File: src/rtl/defunnel_arb_4_1.sv
// Burst-granular round-robin arbiter and per-requester mode scheduler feeding one defunnel input.
// Optional feature: define DEFUNNEL_ARB_PRIO_EN to give requester 0 strict priority over 1..3.
module defunnel_arb_4_1 #(
    parameter int BURST  = 2,
    parameter int BCNT_W = (BURST > 1) ? $clog2(BURST) : 1
) (
    input  logic       clk,
    input  logic       reset,
    input  logic       t_0_req,
    input  logic       t_1_req,
    input  logic       t_2_req,
    input  logic       t_3_req,
    output logic       t_0_ack,
    output logic       t_1_ack,
    output logic       t_2_ack,
    output logic       t_3_ack,
    output logic       i_req,
    input  logic       i_ack,
    output logic [3:0] grant,
    output logic [7:0] mode,
    input  logic       cfg_req,
    output logic       cfg_ack,
    input  logic [1:0] cfg_sel,
    input  logic [7:0] cfg_mode
);

    typedef enum logic [0:0] {
        ST_IDLE  = 1'b0,
        ST_BURST = 1'b1
    } state_t;

    localparam logic [BCNT_W-1:0] BCNT_ZERO = {BCNT_W{1'b0}};
    localparam logic [BCNT_W-1:0] BCNT_ONE  = BCNT_W'(1);
    localparam logic [BCNT_W-1:0] BCNT_LAST = BCNT_W'(BURST - 1);
    localparam logic [7:0]        MODE_RST  = 8'h01;

    state_t            state_r;
    state_t            state_s;
    logic [3:0]        grant_r;
    logic [3:0]        grant_s;
    logic [BCNT_W-1:0] bcnt_r;
    logic [BCNT_W-1:0] bcnt_s;
    logic [1:0]        last_r;
    logic [1:0]        last_s;
    logic [7:0]        mode_r;
    logic [7:0]        mode_s;
    logic [7:0]        mreg_r [4];

    logic [3:0]        req_vec_s;
    logic              owner_req_s;
    logic              xfer_s;
    logic              pick_valid_s;
    logic [1:0]        pick_idx_s;
    logic [2:0]        rr_res_s;
    logic              cfg_we_s;
    logic              cfg_ack_s;
    logic              i_req_s;
    logic [3:0]        ack_s;

    // Round-robin search starting at last+1; returns {found, index}.
    function automatic logic [2:0] rr_pick(input logic [3:0] req, input logic [1:0] last);
        logic       found;
        logic [1:0] pick;
        logic [1:0] cand;
        found = 1'b0;
        pick  = last;
        for (int i = 1; i <= 4; i++) begin
            cand = last + i[1:0];
            if (!found && req[cand]) begin
                found = 1'b1;
                pick  = cand;
            end else begin
                found = found;
            end
        end
        return {found, pick};
    endfunction

    assign req_vec_s   = {t_3_req, t_2_req, t_1_req, t_0_req};
    assign owner_req_s = |(req_vec_s & grant_r);
    assign xfer_s      = (state_r == ST_BURST) && owner_req_s && i_ack;

    // Arbitration candidate for the next grant.
    always_comb begin
        rr_res_s     = 3'b000;
        pick_valid_s = 1'b0;
        pick_idx_s   = 2'd0;
`ifdef DEFUNNEL_ARB_PRIO_EN
        // Requester 0 is masked out of the rotation; it wins outright when present.
        rr_res_s = rr_pick({req_vec_s[3:1], 1'b0}, last_r);
        if (req_vec_s[0]) begin
            pick_valid_s = 1'b1;
            pick_idx_s   = 2'd0;
        end else begin
            pick_valid_s = rr_res_s[2];
            pick_idx_s   = rr_res_s[1:0];
        end
`else
        rr_res_s     = rr_pick(req_vec_s, last_r);
        pick_valid_s = rr_res_s[2];
        pick_idx_s   = rr_res_s[1:0];
`endif
    end

    // Next-state and handshake decode.
    always_comb begin
        state_s   = state_r;
        grant_s   = grant_r;
        bcnt_s    = bcnt_r;
        last_s    = last_r;
        mode_s    = mode_r;
        cfg_ack_s = 1'b0;
        cfg_we_s  = 1'b0;
        i_req_s   = 1'b0;
        ack_s     = 4'b0000;
        case (state_r)
            ST_IDLE: begin
                grant_s = 4'b0000;
                if (cfg_req) begin
                    cfg_ack_s = 1'b1;
                    cfg_we_s  = 1'b1;
                end else if (pick_valid_s) begin
                    grant_s = 4'b0001 << pick_idx_s;
                    mode_s  = mreg_r[pick_idx_s];
                    bcnt_s  = BCNT_ZERO;
                    state_s = ST_BURST;
`ifdef DEFUNNEL_ARB_PRIO_EN
                    if (pick_idx_s != 2'd0) begin
                        last_s = pick_idx_s;
                    end else begin
                        last_s = last_r;
                    end
`else
                    last_s = pick_idx_s;
`endif
                end else begin
                    state_s = ST_IDLE;
                end
            end
            ST_BURST: begin
                i_req_s = owner_req_s;
                ack_s   = grant_r & {4{owner_req_s & i_ack}};
                if (xfer_s) begin
                    if (bcnt_r == BCNT_LAST) begin
                        state_s = ST_IDLE;
                        grant_s = 4'b0000;
                        bcnt_s  = BCNT_ZERO;
                    end else begin
                        bcnt_s = bcnt_r + BCNT_ONE;
                    end
                end else begin
                    bcnt_s = bcnt_r;
                end
            end
            default: begin
                state_s = ST_IDLE;
                grant_s = 4'b0000;
                bcnt_s  = BCNT_ZERO;
            end
        endcase
    end

    // Arbiter state registers.
    always_ff @(posedge clk) begin
        if (reset) begin
            state_r <= ST_IDLE;
            grant_r <= 4'b0000;
            bcnt_r  <= BCNT_ZERO;
            last_r  <= 2'd3;
            mode_r  <= MODE_RST;
        end else begin
            state_r <= state_s;
            grant_r <= grant_s;
            bcnt_r  <= bcnt_s;
            last_r  <= last_s;
            mode_r  <= mode_s;
        end
    end

    // Per-requester mode registers; written only from IDLE.
    always_ff @(posedge clk) begin
        if (reset) begin
            for (int k = 0; k < 4; k++) begin
                mreg_r[k] <= MODE_RST;
            end
        end else if (cfg_we_s) begin
            mreg_r[cfg_sel] <= cfg_mode;
        end else begin
            for (int k = 0; k < 4; k++) begin
                mreg_r[k] <= mreg_r[k];
            end
        end
    end

    assign t_0_ack = ack_s[0];
    assign t_1_ack = ack_s[1];
    assign t_2_ack = ack_s[2];
    assign t_3_ack = ack_s[3];
    assign i_req   = i_req_s;
    assign cfg_ack = cfg_ack_s;
    assign grant   = grant_r;
    assign mode    = mode_r;

endmodule
File: config.mk
export PLATFORM = sky130hd
export DESIGN_NAME = defunnel_arb_4_1
export DESIGN_NICKNAME = d
export VERILOG_FILES = /design/src/rtl/defunnel_arb_4_1.sv
export SDC_FILE = /design/constraint.sdc
export NUM_CORES = 1
export LEC_CHECK = 0
export CAP_MARGIN = 20
export CORE_MARGIN = 3
export CORE_UTILIZATION = 45
export CTS_BUF_LIST = sky130_fd_sc_hd__clkbuf_8 sky130_fd_sc_hd__clkbuf_16
export DETAILED_ROUTE_END_ITERATION = 7
export PLACE_DENSITY = 0.69
export SYNTH_ARGS = -nofsm -noshare
export SYNTH_HDL_FRONTEND = slang
export SYNTH_SLANG_ARGS = --single-unit
File: constraint.sdc
create_clock -name clk -period 2.6 [get_ports clk]
set_input_delay 0.78 -clock clk [delete_from_list [all_inputs] [get_ports clk]]
set_output_delay 0.78 -clock clk [all_outputs]
set_load 0.03 [all_outputs]
Word level (Yosys, flattened, before mapping)
Memories as Yosys holds them, arrays and structs flattened. A register that Yosys moved wholly into a read port is not among the register bits.
Cells that the tools add are included.
Storage, ports and cells
  output and inout port bits: 18
  memories: 1
  input port bits: 18
  logic and storage cells: 92
  register bits: 8
  memory bits (writable): 32
Memories
  mreg_r: depth 4, width 8, rd ports 1, clocked after memory_dff 1, wr ports 4, RTL line 47  | logic [7:0] mreg_r [4];
Operators by class
  reductions and logical operators: 14
  shift-type cells: 1
  order comparisons: 4
  add/subtract/negate cells: 4
  muxes and demuxes: 50
  equality and inequality tests: 5
  bitwise logic cells: 9
Operators with widths (number)
  $mux 8: 5
  $mux 1: 28
  $mux 4: 5
  $lt 2x3->1 const B: 4
  $mux 2: 5
  $and 4x4->4: 2
  $bmux 1 s2: 4
  $pmux 4 s2: 1
  $reduce_or 8->1: 1
  $reduce_and 3->1: 2
  $logic_and 1x1->1: 5
  $add 2x2->2 const B: 2
  $ne 2x1->1 const B: 2
  $ne 2x2->1 const B: 2
  $or 1x1->1: 4
  $pmux 1 s2: 2
  $reduce_and 2->1: 2
  $reduce_or 4->1: 1
  $shl 1x2->4 const A: 1
  $logic_not 1->1: 3
  $add 2x1->2 const B: 1
  $not 1->1: 2
  $add 1x1->1 const B: 1
  $and 1x1->1: 1
  $ne 0x0->1: 1

Depth between registers and ports, before layout
Gate-level depths: netlist of the first run.
  depth in word-level cells: 17
  mapped depth: 8
  depth with buffers taken out: 5

Least setup slack after synthesis of the first run
Ideal clock, no wire load.
  path kind: in2out
  start: input port t_3_req
  end: output port t_0_ack
  path slack: 0.296 ns
  path buffers: 0
  required time: 1.820 ns
  arrival: 1.524 ns
  stages: 4
  cell sequence: a22oi_1 > nand2_1 > and3_1 > and2_1
On the way
  cells in the longest elaborated chain, start to end: 5
RTL lines
  start: declaration: RTL line 12  | input logic t_3_req,
  $and 4x4->4: RTL line 80  | assign owner_req_s = |(req_vec_s & grant_r);
  $reduce_or 4->1: RTL line 80
  $and 1x1->1: RTL line 142  | ack_s = grant_r & {4{owner_req_s & i_ack}};
  $and 4x4->4: RTL line 142
  $mux 4: RTL line 116  | case (state_r)
  end: declaration: RTL line 13  | output logic t_0_ack,
No other way between the ends.

Final worst setup path of the first run
  start: input port t_1_req
  end: output port t_2_ack
On the way
  cells in the longest elaborated chain, start to end: 5
RTL lines
  start: declaration: RTL line 10  | input logic t_1_req,
  $and 4x4->4: RTL line 80
  $reduce_or 4->1: RTL line 80
  $and 1x1->1: RTL line 142
  $and 4x4->4: RTL line 142
  $mux 4: RTL line 116
  end: declaration: RTL line 15  | output logic t_2_ack,
No other way between the ends.

==> results of run 1 <==
per-stage QoR:
| stage | utilization | setup WS, ps | hold WS, ps |
|---|---|---|---|
| 2_1_floorplan | - | 295.8 | 481.5 |
| 3_3_place_gp | 0.5964 | -668.2 | 508.6 |
| 3_5_place_dp | 0.5964 | -700.2 | 521.6 |
| 4_1_cts | 0.6233 | 3.996 | 540.2 |
| 5_1_grt | 0.6231 | 10.98 | 578.6 |
| 6_report | 0.6231 | 77.18 | 537.3 |
sequential cells by signal (all words and copies together), names as in the netlist:
name	count
bcnt_r	1
state_r	1
last_r	2
mode	8
mreg_r	32
grant	4
power by group:
group	internal (µW)	switching (µW)	total, µW
logic	135	155	289
clock network	276	244	520
registers	857	24.5	882
cell usage after synthesis (all sizes together), types with 2 or more instances:
cell | n | area (µm²)
and2 | 33 | 206.5
edfxtp | 32 | 960.9
dfxtp | 16 | 320.3
mux2i | 15 | 150.1
nor2 | 13 | 48.80
a221oi | 7 | 61.31
o21bai | 7 | 52.55
a22oi | 6 | 45.04
buf | 5 | 38.78
nand2b | 5 | 31.28
or2 | 5 | 31.28
nand2 | 4 | 15.01
a211o | 3 | 26.28
and3 | 3 | 18.77
clkbuf | 3 | 11.26
mux2 | 3 | 37.53
a21o | 2 | 15.01
a21oi | 2 | 10.01
inv | 2 | 7.510
or3 | 2 | 12.51
routing by layer:
metal	vias to the layer above	track usage	part of all wire
met5	-	0	0
met4	0	0.05631	0.0047
met3	2	0.04617	0.031
met2	29	0.3442	0.55
met1	751	0.2136	0.41
li1	766	-	-
worst paths after layout:
| path | startpoint | to | slack [ps] | cells after the start |
|---|---|---|---|---|
| hold reg to reg | mode[5]$_SDFFE_PP0P_ | mode[5]$_SDFFE_PP0P_ | 540 | 2 |
| hold / removal | mode[5]$_SDFFE_PP0P_ | mode[5]$_SDFFE_PP0P_ | 540 | 2 |
| setup reg to reg | last_r[1]$_SDFFE_PP1P_ | last_r[0]$_SDFFE_PP1P_ | 740 | 7 |
| setup / recovery | t_1_req | t_2_ack | 80 | 7 |
layout make-up:
cell class / count / share of cell area
clock inverter: 1 / 0.003121
clock buffer: 7 / 0.03834
sequential: 48 / 0.4565
multi-input combinational: 120 / 0.3072
inverter: 2 / 0.002675
tap: 52 / 0.02318
timing repair buffer: 56 / 0.1690
timing repair:
item                       CTS  global route
setup endpoints to repair    4             2
pin swaps                    4             3
gates resized for setup     30             3
buffers inserted             0             1
cell families (layout without fill, tap and decap cells):
group	count (synthesis)	in the layout	synth area share
muxes	18	18	0.08605
AOI/OAI and AO/OA	31	31	0.1130
DFF	48	48	0.5875
buffers and inverters	10	66	0.02639
and+or+nand+nor	71	71	0.1870
worst reg2reg max path, stage by stage, from the launching register on:
cell	delay (ps)
dfxtp_1	460
mux2i_1	200
or2_1	130
and3_1	270
buf_4	270
buf_4	160
nor2_1	40
a211o_1	250
==> key figures, run 1 <==
Timing
  • Slew Limit Headroom: 0.4244
  • Clock Skew: 5.557 ps
  • Peak Freq: 396.4 MHz
  • Period utilisation layout: 0.9703
  • Min cycle time layout: 2523 ps
  • Setup tns final: 0 ps
  • Slew Viols, Final: 0
  • Worst Max-Slew Pin Slew: 860.2 ps
  • Final setup viols: 0
  • RSZ-0062 raised after global routing: no
  • Fin. Hold Viols: 0

Run
  • Max-cap violations: 0

Run status
  • Status: complete, no violations

Logic synthesis
  • Post-synth cell types: 35
  • Async S/R FF share, synth: 0
  • Synthesized instance count: 178
  • Syn Nets: 196
  • Number of enable flip-flop cells after synthesis: 32
  • Register bit total from synthesis: 48
  • Post-Synthesis Cell Area: 2181 µm²
  • Post-synthesis sequential area ratio: 0.5875
  • Syn_area_per_cell: 12.25 µm²
  • Synth warnings: 0
  • Most common flop cell mapped by yosys: edfxtp_1

Power
  • Worst VDD drop: 452.3 µV
  • Power Density: 602.7 nW/µm²
  • Tot Pwr: 1691 µW
  • Leakage: 0.001155 µW

Clock tree
  • Clk_lat worst skew: 290 ps
  • TritonCTS Buffers: 5
  • CTS H-tree lvls: 2
  • CTS tree: done
  • Clk root buf: clkbuf_8
  • Cts hold-fix bufs: 0
  • CTS sink count: 48
  • Clock transition at the registers of the reported paths: 90 ps
  • Clock tree buffer depth: 2

Place
  • Placed cells: 277
  • Hpwl dp: 3.539 mm
  • DP Area: 2686 µm²
  • RePlAce Congestion: 0.7923
  • I/O Buffers: 35

Floorplan
  • Rows: 24
  • Die X: 75.62 µm
  • Core ar.: 4504 µm²
  • Die Ht: 75.62 µm
  • # IOs: 36
  • Initial core utilization: 0.4842
  • Die area: 5718 µm²

GRT
  • Total GRT Usage: 0.1873
  • First-pass GRT wire length: 7.741 mm
  • Grt total ovfl: 0
  • Largest net degree at the start of global routing: 16
  • Vias in the first global route: 1619
  • Initial antenna violation count: 0

Final layout
  • FF/Latch Area: 1281 µm²
  • Area of the multi-input gates: 862.1 µm²
  • Area Overhead vs Synth: 28.69%
  • Diode count: 0
  • Most frequent cells in the layout: edfxtp_1 (32), and2_1 (31), clkdlybuf4s50_1 (24)
  • Commonest non-fill, non-tap cell in the layout: edfxtp_1
  • FILL cells: 380
  • Non-Filler Instances: 286
  • Fin area: 2806 µm²
  • Ratio of cells with drive above 1 in the final layout: 0.2222
  • Nets@finish: 251

Setup path
  • CP startpoint kind: primary input
  • Biggest cell delay along the critical path: 180 ps
  • CP top delay family: simple AND/OR/NAND/NOR gates
  • Slowest cell on crit path: and3_4
  • CP max FO: 4
  • Crit-path cells: buf_2 -> a22oi_2 -> nand2_1 -> and3_4 -> buf_4 -> and2_4 -> buf_6
  • CP Class: in2out
  • Arr. time, crit path: 1740 ps
  • Worst endpoint required time: 1820 ps
  • CP Buf/Inv Count: 3
  • Endpoint class of the critical path: output port

Route
  • Routed via count: 1548
  • Initial drt markers: 36
  • Post-route antenna net violation count: 0
  • Vias per cell: 5.413
  • DRC errors left: 0
  • Final WL: 4.843 mm
  • DRT Pass-1 Iters: 4
  • Wire length per cell after detailed routing: 16.93 µm

Hold path
  • HP Class: reg2reg
No activity file was read; power rests on OpenSTA's default activity.
==> inputs of run 2 (changes only) <==
==> constraint.sdc (replaced) <==
create_clock -name clk -period 2.6 [get_ports clk]
set_input_delay 0.52 -clock clk [delete_from_list [all_inputs] [get_ports clk]]
set_output_delay 0.52 -clock clk [all_outputs]
set_load 0.03 [all_outputs]
==> run 2 against run 1 <==
  * Combinational power decreased by 2%
  * Sequential power about the same
  * Wire length fell by 3.6%
  * Maximum frequency is 0.75% higher
  * Largest power group unchanged
  * Non-clock buffer count decreased by 8
  * Critical path depth down 3
==> key figures, run 2 (synthesis results as in run 1) <==
Run status
  • Status: complete, no violations

Setup path
  • R2R Setup Slk: 810 ps
  • CP Class: in2out
  • CP max FO: 4
  • Arr. time, crit path: 1980 ps
  • R2R depth: 5
  • CP startpoint kind: primary input
  • Endpoint class of the critical path: output port
  • Worst endpoint required time: 2080 ps

Timing
  • Min cycle time layout: 2504 ps
  • PnR worst setup slack: 95.95 ps
  • Peak Freq: 399.4 MHz
  • RSZ-0062 raised after global routing: no
  • Setup tns final: 0 ps
  • Clock Skew: 2.961 ps
  • Fin. Hold Viols: 0
  • Final setup viols: 0
  • Worst Max-Slew Pin Slew: 453.9 ps
  • Slew Viols, Final: 0
  • Slew Limit Headroom: 0.6960
  • Period utilisation layout: 0.9631

GRT
  • Initial antenna violation count: 0
  • Grt total ovfl: 0
  • Vias in the first global route: 1566
  • First-pass GRT wire length: 7.638 mm
  • Total GRT Usage: 0.1828
  • Largest net degree at the start of global routing: 16

Place
  • RePlAce Congestion: 0.7732
  • Post-Place Setup Slack: 99.49 ps
  • Hpwl dp: 3.476 mm
  • I/O Buffers: 35

Floorplan
  • Core ar.: 4504 µm²
  • Die X: 75.62 µm
  • Rows: 24
  • Die Ht: 75.62 µm
  • # IOs: 36
  • Initial core utilization: 0.4842
  • Die area: 5718 µm²

Clock tree
  • Clock transition at the registers of the reported paths: 90 ps
  • CTS tree: done
  • Clock tree buffer depth: 2
  • Resized cells post-CTS: 0
  • CTS sink count: 48
  • Clk root buf: clkbuf_8
  • TritonCTS Buffers: 5
  • Post-CTS setup buffer count: 0
  • Cts hold-fix bufs: 0
  • Clk_lat worst skew: 290 ps
  • CTS H-tree lvls: 2

Final layout
  • Max reg flops: 32
  • FILL cells: 373
  • Ratio of cells with drive above 1 in the final layout: 0.1416
  • Commonest non-fill, non-tap cell in the layout: and2_1
  • Diode count: 0
  • Most frequent cells in the layout: and2_1 (33), edfxtp_1 (32), clkdlybuf4s50_1 (31)
  • Area Overhead vs Synth: 24.84%
  • Fin util: 0.6044
  • Nets@finish: 243
  • Reg with most FFs: mreg_r

Route
  • Initial drt markers: 80
  • Final WL: 4.671 mm
  • Post-route antenna net violation count: 0
  • Routed via count: 1514
  • Wire length per cell after detailed routing: 16.80 µm
  • DRT Pass-1 Iters: 4
  • DRC errors left: 0
  • Vias per cell: 5.446

Power
  • Leakage: 0.001094 µW
  • Tot Pwr: 1597 µW
  • Power Density: 586.5 nW/µm²
  • Worst VDD drop: 350.1 µV

Hold path
  • Worst Hold Depth: 2
  • HP Class: reg2reg

Run
  • Max-cap violations: 0
[run 2: cell count changes in the layout (fill, tap and decap cells not counted), sizes merged]
cell,before,now
buf,30,17
clkdlybuf4s50,24,31
clkbuf,8,5
clkinvlp,0,1
dlygate4sd2,1,0
inv,2,3
[run 2: area by class of cell]
type	instances	area (µm²)	share of cell area
Sequential cell	48	1281	0.4706
Multi-Input combinational cell	120	842.1	0.3093
Timing Repair Buffer	48	437.9	0.1608
Clock buffer	5	68.82	0.02528
Tap cell	52	65.06	0.02390
Clock inverter	3	20.02	0.007353
Inverter	2	7.507	0.002757
[run 2: metrics by stage]
step,area [µm²],instances,hold WS (ps)
after global routing,2723,278,565.2
final,2723,278,536.0
after detailed placement,2634,270,524.8
after global placement,2634,270,518.2
after floorplan,2181,178,481.5
after CTS,2723,278,537.8
[run 2: path summary, 6_finish.rpt]
path | start | to
max reg2reg | last_r[1]$_SDFFE_PP1P_ | mode[0]$_SDFFE_PP1P_
max | t_0_req | i_req
min reg2reg | mode[1]$_SDFFE_PP0P_ | mode[1]$_SDFFE_PP0P_
min | mode[1]$_SDFFE_PP0P_ | mode[1]$_SDFFE_PP0P_
[run 2: worst max-delay path, stage by stage]
cell and delay (ps):
clkdlybuf4s50_1 530, a22oi_1 100, a21oi_1 130, clkdlybuf4s50_1 690
[run 2: routing by layer]
layer	wire length (µm)	vias to the layer above	track usage
met5	0	-	0
met2	2546	37	0.3317
met4	63	0	0.05243
met1	1853	716	0.2187
li1	-	752	-
met3	207	9	0.03694
[run 2: where the power goes]
part | internal [µW] | switching, µW | leakage [µW]
clock network | 188 | 244 | 0.0000455
registers | 857 | 22.9 | 0.000450
logic | 132 | 153 | 0.000598
total | 1180 | 420 | 0.00109
==> inputs of run 3 (changes only) <==
Settings changed: GPL_TIMING_DRIVEN set to 0.
==> run 3 against run 2 <==
  * Flip-flop and latch count unchanged
  * Combinational power about the same
  * Hold slack better by 2.3 ps
  * Maximum frequency up 0.92%
  * Via count up 1.8%
  * Register-to-register slack worse by 370 ps
  * Clock skew up 4.6 ps
  * Sequential share of layout area up 0.33 points
  * Clock-buffer cell count unchanged
  * Sequential power about the same
  * Power down 0.36%
==> key figures, run 3 (synthesis results as in run 1) <==
Run status
  • Status: complete, no violations

Clock tree
  • CTS tree: done
  • TritonCTS Buffers: 5
  • CTS H-tree lvls: 2
  • Clock tree buffer depth: 2
  • Clock transition at the registers of the reported paths: 80 ps
  • Cts hold-fix bufs: 0
  • Clk root buf: clkbuf_8
  • CTS sink count: 48
  • Clk_lat worst skew: 300 ps

Route
  • Initial drt markers: 57
  • Post-route antenna net violation count: 0
  • Final WL: 4.759 mm
  • DRT Pass-1 Iters: 4
  • Wire length per cell after detailed routing: 17.31 µm
  • Routed via count: 1541
  • Vias per cell: 5.604
  • DRC errors left: 0

Floorplan
  • Rows: 24
  • Die area: 5718 µm²
  • # IOs: 36
  • Initial core utilization: 0.4842
  • Die Ht: 75.62 µm
  • Die X: 75.62 µm
  • Core ar.: 4504 µm²

Run
  • Max-cap violations: 0

Final layout
  • Diode count: 0
  • FILL cells: 384
  • Nets@finish: 240
  • Most frequent cells in the layout: and2_1 (33), edfxtp_1 (32), clkdlybuf4s50_1 (28)
  • Area of the multi-input gates: 858.3 µm²
  • Ratio of cells with drive above 1 in the final layout: 0.1211
  • Commonest non-fill, non-tap cell in the layout: and2_1
  • Reg with most FFs: mreg_r
  • FF/Latch Area: 1281 µm²
  • Area Overhead vs Synth: 23.98%
  • Max reg flops: 32

Power
  • Leakage: 0.001091 µW
  • Worst VDD drop: 348.9 µV
  • Comb pwr share: 0.180
  • Power Density: 588.4 nW/µm²
  • Net Sw Frac: 0.2646
  • Tot Pwr: 1591 µW
  • Switching Power: 421.0 µW
  • Clock share of power: 0.268
  • Internal Power: 1170 µW
  • Seq pwr share: 0.551

Place
  • I/O Buffers: 35
  • Hpwl dp: 3.407 mm
  • RePlAce Congestion: 0.7271

Timing
  • Slew Viols, Final: 0
  • Clock Skew: 7.540 ps
  • Slew Limit Headroom: 0.3656
  • Final setup viols: 0
  • Peak Freq: 403.0 MHz
  • Worst Max-Slew Pin Slew: 942.9 ps
  • Min cycle time layout: 2481 ps
  • Setup tns final: 0 ps
  • Fin. Hold Viols: 0
  • RSZ-0062 raised after global routing: no
  • Period utilisation layout: 0.9543

Hold path
  • HP Class: reg2reg

Setup path
  • CP Class: in2reg
  • Arr. time, crit path: 2480 ps
  • CP startpoint kind: primary input
  • Endpoint class of the critical path: flop
  • Worst endpoint required time: 2600 ps
  • CP max FO: 8

GRT
  • Grt total ovfl: 0
  • Largest net degree at the start of global routing: 15
  • Initial antenna violation count: 0
  • Total GRT Usage: 0.1859
  • First-pass GRT wire length: 7.541 mm
  • Vias in the first global route: 1542
==> run 3: cell types whose count changed in the layout (fill, tap and decap cells not counted), moves of 2 or more <==
cell	previous run	this run
a22oi_2	0	2
clkbuf_1	0	3
a22oi_1	6	4
buf_4	17	1
dlymetal6s2s_1	0	2
clkdlybuf4s50_1	31	28
buf_6	0	2
clkbuf_2	0	2
clkdlybuf4s15_2	0	2
buf_2	0	3
==> run 3: through the flow <==
| stage | utilization | cell area [µm²] | setup WS (ps) | std cells | hold WS [ps] |
|---|---|---|---|---|---|
| finish | 0.6003 | 2704 | 118.9 | 275 | 538.3 |
| global route | 0.6003 | 2704 | 29.70 | 275 | 562.1 |
| detailed placement | 0.5786 | 2606 | -306.6 | 267 | 518.8 |
| CTS | 0.5983 | 2695 | 3.982 | 275 | 540.0 |
| floorplan | - | 2181 | 699.3 | 178 | 481.5 |
| global placement | 0.5764 | 2596 | -518.7 | 265 | 502.2 |
==> run 3: final timing paths <==
check / startpoint / end / slack (ps) / cells after the start
worst max-delay path: cfg_req / mreg_r[0][5]$_SDFFCE_PN0P_ / 120 / 5
worst min-delay path: mode[4]$_SDFFE_PP0P_ / mode[4]$_SDFFE_PP0P_ / 540 / 2
worst max register to register: state_r$_SDFF_PP0_ / mreg_r[0][5]$_SDFFCE_PN0P_ / 440 / 4
worst min register to register: mode[4]$_SDFFE_PP0P_ / mode[4]$_SDFFE_PP0P_ / 540 / 2
==> run 3: what timing repair did <==
| item | 4_1_cts | 5_1_grt |
|---|---|---|
| pin swaps | 0 | 0 |
| gates cloned | 0 | 0 |
| setup buffers | 0 | 0 |
| resized for setup | 10 | 8 |
| endpoints found under the hold margin | 0 | 0 |
| endpoints found under the setup margin | 5 | 12 |
==> run 3: critical path, stage by stage <==
cell and delay (ps):
clkdlybuf4s50_1 530, nand2b_1 140, nor4_1 740, buf_2 290, or2_2 260
==> run 3: area by class of cell <==
cell class / instances / share of cell area
buffer: 8 / 0.01851
clock buffer: 5 / 0.02545
clock inverter: 3 / 0.006016
inverter: 2 / 0.002776
multi-input combinational: 120 / 0.3174
sequential: 48 / 0.4739
tap: 52 / 0.02406
timing repair buffer: 37 / 0.1319
==> run 3: layer usage <==
metal | share of wire | vias to the layer above | track usage
li1 | - | 742 | -
met1 | 0.40 | 748 | 0.2134
met2 | 0.54 | 42 | 0.3337
met3 | 0.050 | 9 | 0.04749
met4 | 0.014 | 0 | 0.06602
met5 | 0 | - | 0
==> run 3: power by group through the flow <==
stage                     registers, µW  logic, µW  clock network [µW]
after floorplan                     924        142                   0
after global placement              893        280                   0
after detailed placement            895        287                   0
after CTS                           878        289                 437
after global routing                883        310                 466
final                               877        287                 427
